--- config.mk ---
export PLATFORM = sky130hd
export DESIGN_NAME = chs_fan_mode_ctrl
export DESIGN_NICKNAME = d
export VERILOG_FILES = /design/src/rtl/chs_fan_mode_ctrl.sv
export SDC_FILE = /design/constraint.sdc
export NUM_CORES = 1
export LEC_CHECK = 0
export BUFFER_PORTS_ARGS = -buffer_cell sky130_fd_sc_hd__buf_2
export CORE_MARGIN = 1.5
export CORE_UTILIZATION = 48
export DETAILED_ROUTE_END_ITERATION = 12
export GPL_TIMING_DRIVEN = 0
export PLACE_DENSITY = 0.77
export SYNTH_ARGS = -nofsm -noshare
export SYNTH_HDL_FRONTEND = slang
export SYNTH_SLANG_ARGS = --single-unit
--- constraint.sdc ---
create_clock -name clk -period 1.45 [get_ports clk]
set_clock_uncertainty 0.15 [all_clocks]
set_input_delay 0.0725 -clock clk [delete_from_list [all_inputs] [get_ports clk]]
set_output_delay 0.0725 -clock clk [all_outputs]
set_load 0.02 [all_outputs]
--- src/rtl/chs_fan_mode_ctrl.sv ---
// CHS helper: combinational temperature-to-mode/power decoder beside a free-running 8-bit fan PWM.
// The two halves share no state; only the PWM half is clocked and reset.

module chs_mode_power (
    input  logic [7:0] chs_conf,
    output logic [3:0] chs_power,
    output logic       chs_mode
);

    localparam int unsigned TempW      = 8;
    localparam int unsigned PowerW     = 4;
    localparam logic [TempW-1:0] HeatMax    = TempW'(14);
    localparam logic [TempW-1:0] ComfortMax = TempW'(25);
    localparam logic [TempW-1:0] CoolMax    = TempW'(40);
    localparam logic [TempW-1:0] HeatRef    = TempW'(15);

    // Every 8-bit reading lands in exactly one band; the final else covers saturation.
    always_comb begin
        chs_mode  = 1'b0;
        chs_power = '0;
        if (chs_conf <= HeatMax) begin
            chs_mode  = 1'b0;
            chs_power = PowerW'(HeatRef - chs_conf);
        end else if (chs_conf <= ComfortMax) begin
            chs_mode  = 1'b0;
            chs_power = '0;
        end else if (chs_conf <= CoolMax) begin
            chs_mode  = 1'b1;
            chs_power = PowerW'(chs_conf - ComfortMax);
        end else begin
            chs_mode  = 1'b1;
            chs_power = '1;
        end
    end

endmodule

module chs_fan_speed (
    input  logic       clk,
    input  logic       arst,
    input  logic [7:0] speed,
    output logic       pwm_data
);

    localparam int unsigned CntW = 8;

    logic [CntW-1:0] cnt_q;
    logic [CntW-1:0] cnt_d;
    logic            pwm_q;
    logic            pwm_d;

    // Speed is compared live, so a mid-period change takes effect on the very next edge.
    always_comb begin
        cnt_d = cnt_q + CntW'(1);
        pwm_d = (cnt_q < speed);
    end

    always_ff @(posedge clk or posedge arst) begin
        if (arst) begin
            cnt_q <= '0;
            pwm_q <= 1'b0;
        end else begin
            cnt_q <= cnt_d;
            pwm_q <= pwm_d;
        end
    end

    assign pwm_data = pwm_q;

endmodule

module chs_fan_mode_ctrl (
    input  logic       clk,
    input  logic       arst,
    input  logic [7:0] speed,
    input  logic [7:0] chs_conf,
    output logic [3:0] chs_power,
    output logic       chs_mode,
    output logic       pwm_data
);

    chs_mode_power u_mode_power (
        .chs_conf  (chs_conf),
        .chs_power (chs_power),
        .chs_mode  (chs_mode)
    );

    chs_fan_speed u_fan_speed (
        .clk      (clk),
        .arst     (arst),
        .speed    (speed),
        .pwm_data (pwm_data)
    );

endmodule

==> flow_summary_export.csv <==
group,metric,value,unit
run_status,status,"finished clean",
critical_path,path_delay_family,"flip-flops",
synth,syn_area_per_cell,9.13,µm²
floorplanning,io_pins,24,
critical_path,cp.arrival,1330,ps
cells_and_area,drive_gt1_share,30.2,%
critical_path,reg2regPathDepth,4,
synth,seq_area_frac_synth,31.6,%
critical_path,cp.required,1440,ps
sta,clock.fmax,747,MHz
sta,grt_setup_unrepaired,"no",
floorplanning,dieArea,1720,µm²
synth,synth_edf_count,0,
clock_network,cts.sinks,9,
grt,antenna_found_initial,0,
critical_path,crit_buf_inv,0,
clock_network,cts_made_buffers,3,
synth,ys.flop_type,"dfrtp_1",
grt,grt_max_degree,10,
sta,worstMarginPinSlew,380,ps
drt,ant_nets,0,
critical_path,worstSetupPathDepth,4,
critical_path,cp-start-kind,"register",
sta,slew_headroom,74.0,%
grt,grt_pass1_wl,2520,µm
drt,vias_per_cell,5.40,
run,drv_cap,0,
critical_path,critPathCaptureType,"register",
drt,routedWlPerCell,11.7,µm
floorplanning,rows,13,
clock_network,clk_pin_slew,60,ps
synth,synth_nets,107,
critical_path,crit_type,"reg2reg",
critical_path,cp_slowest_cell,"dfrtp_1",
clock_network,htreeDepth,1,
placement,gp_congestion,0.764,
clock_network,ctsLongestPathBuffers,2,
clock_network,post_cts_buffers,0,
cells_and_area,final_cells,121,
critical_path,critPathMaxStageDelay,430,ps
drt,routed_wl,1420,µm
drt,firstDrtPassIters,3,
floorplanning,die_x,41.5,µm
grt,grt-ovfl-total,0,
drt,drtIter0Drc,10,
synth,synth_area_leaders,"dfrtp_1 32%, ha_1 19%, inv_1 6.3%, xnor2_1 4.9%, nand2_1 3.2%",
synth,synthesis.area,712,µm²
sta,setup_violations,0,
floorplanning,coreArea,1330,µm²
floorplanning,die-height,41.5,µm
placement,port_buffers,23,
cells_and_area,nets,136,
synth,yosys.area.top_type_share,31.6,%
grt,grt_use_total,18.9,%
pwr,powerDensity,632,nW/µm²
drt,num_vias,653,
sta,hold_ws,159,ps
clock_network,clk_latency,260,ps
synth,async_flop_share,100,%
placement,dp_hpwl,1140,µm
synth,ys_ff_latch,9,
clock_network,cts_tree,"built",
synth,ys_types,29,
floorplanning,start_util,53.4,%
synth,synth_warnings,0,
critical_path,critPathMaxFanout,5,
sta,min_period,1340,ps
sta,layout_worst_path_cycle_share,92.3,%
worst_hold_path,whs_path_depth,6,
clock_network,root_buffer,"clkbuf_4",
critical_path,cp_common_cell,"o21ai_0",
drt,drc,0,
sta,slew_viol_final,0,
pwr,power_leakage,0.468,nW
placement,post-place-cells,116,
critical_path,path_cells,"ha_1 > o21ai_0 > o21ai_0 > a21oi_1",
cells_and_area,area_growth,24.4,%
sta,fin_setup_tns,0,ps
worst_hold_path,hp-class,"in2reg",
synth,postSynthCellCount,78,
critical_path,rrSetupSlack,110,ps
sta,hold_viol,0,
cells_and_area,final_cell_mix,"23 x buf_2, 12 x inv_1, 11 x ha_1",
pwr,irDropWorstVdd,0.527,mV
cells_and_area,n_antenna_cell,0,
grt,grt_pass1_vias,615,
synth,synth_top_area_cell,"dfrtp_1",
cells_and_area,layout_commonest_cell,"buf_2",
[per-stage QoR]
stage	cell area [µm²]	utilization (%)	setup WS (ps)	power, mW
after global placement	846	63.4	92.4	0.364
after detailed placement	846	63.4	87.8	0.368
after global routing	886	66.4	1.94	0.603
final	886	66.4	112	0.560
after floorplan	712	-	228	0.318
after CTS	882	66.1	81.6	0.565
[routing by layer]
metal	global-route usage, %	share of wire [%]	up-vias
met5	0	0	-
met4	5.81	0.35	0
met3	5.65	5.4	2
met2	33.1	51	17
met1	21.9	43	304
li1	-	-	330
[state kept, by name, indices dropped and copies added (netlist names)]
signal,cells
u_fan_speed.cnt_q,8
u_fan_speed.pwm_data,1
[worst min-delay path: cells and delay by family]
family,cells,cell delay [ps]
AOI/OAI and AO/OA,3,180
buffers and inverters,2,140
adders and majority gates,1,140
[area by class of cell]
type	instances	area (µm²)
fill	119	448
clock buffer	4	26.3
timing repair buffer	24	125
tap	15	18.8
sequential	9	225
multi-input combinational	57	445
inverter	12	45.0
[cell families (layout without fill, tap and decap cells)]
group,Yosys count,count (layout),share of synthesized area (%)
simple gates,22,22,16.9
compound gates,18,18,18.5
buf+inv,12,40,6.33
fa+ha+maj,11,11,19.3
flops,9,9,31.6
xor+xnor,6,6,7.38
[what timing repair did]
action | CTS | global route
setup endpoints to repair | 0 | 2
endpoints found under the hold margin | 9 | 0
hold buffers | 1 | 0
resized for setup | 0 | 1
[power breakdown]
group	total (mW)	switching [mW]	internal, mW	leakage (nW)
sequential	0.253	0.000435	0.253	0.107
combinational	0.114	0.0648	0.0495	0.346
clock	0.193	0.0870	0.106	0.0150
total	0.560	0.152	0.408	0.468
[Yosys cell counts (all sizes together), types with 2 or more instances]
cell   count
a21oi      4
and3       2
dfrtp      9
ha        11
inv       12
nand2      6
nand3      4
nor2       3
nor3       2
o21ai      4
xnor2      4
xor2       2
[path summary, 6_finish.rpt]
check                                startpoint                    to
max                        u_fan_speed.cnt_q[2]  u_fan_speed.pwm_data
min                                    speed[7]  u_fan_speed.pwm_data
max reg2reg                u_fan_speed.cnt_q[2]  u_fan_speed.pwm_data
min reg2reg                u_fan_speed.cnt_q[7]  u_fan_speed.cnt_q[7]
max in group asynchronous                  arst  u_fan_speed.cnt_q[7]
min in group asynchronous                  arst  u_fan_speed.cnt_q[3]
(Power assumes the default switching activity.)
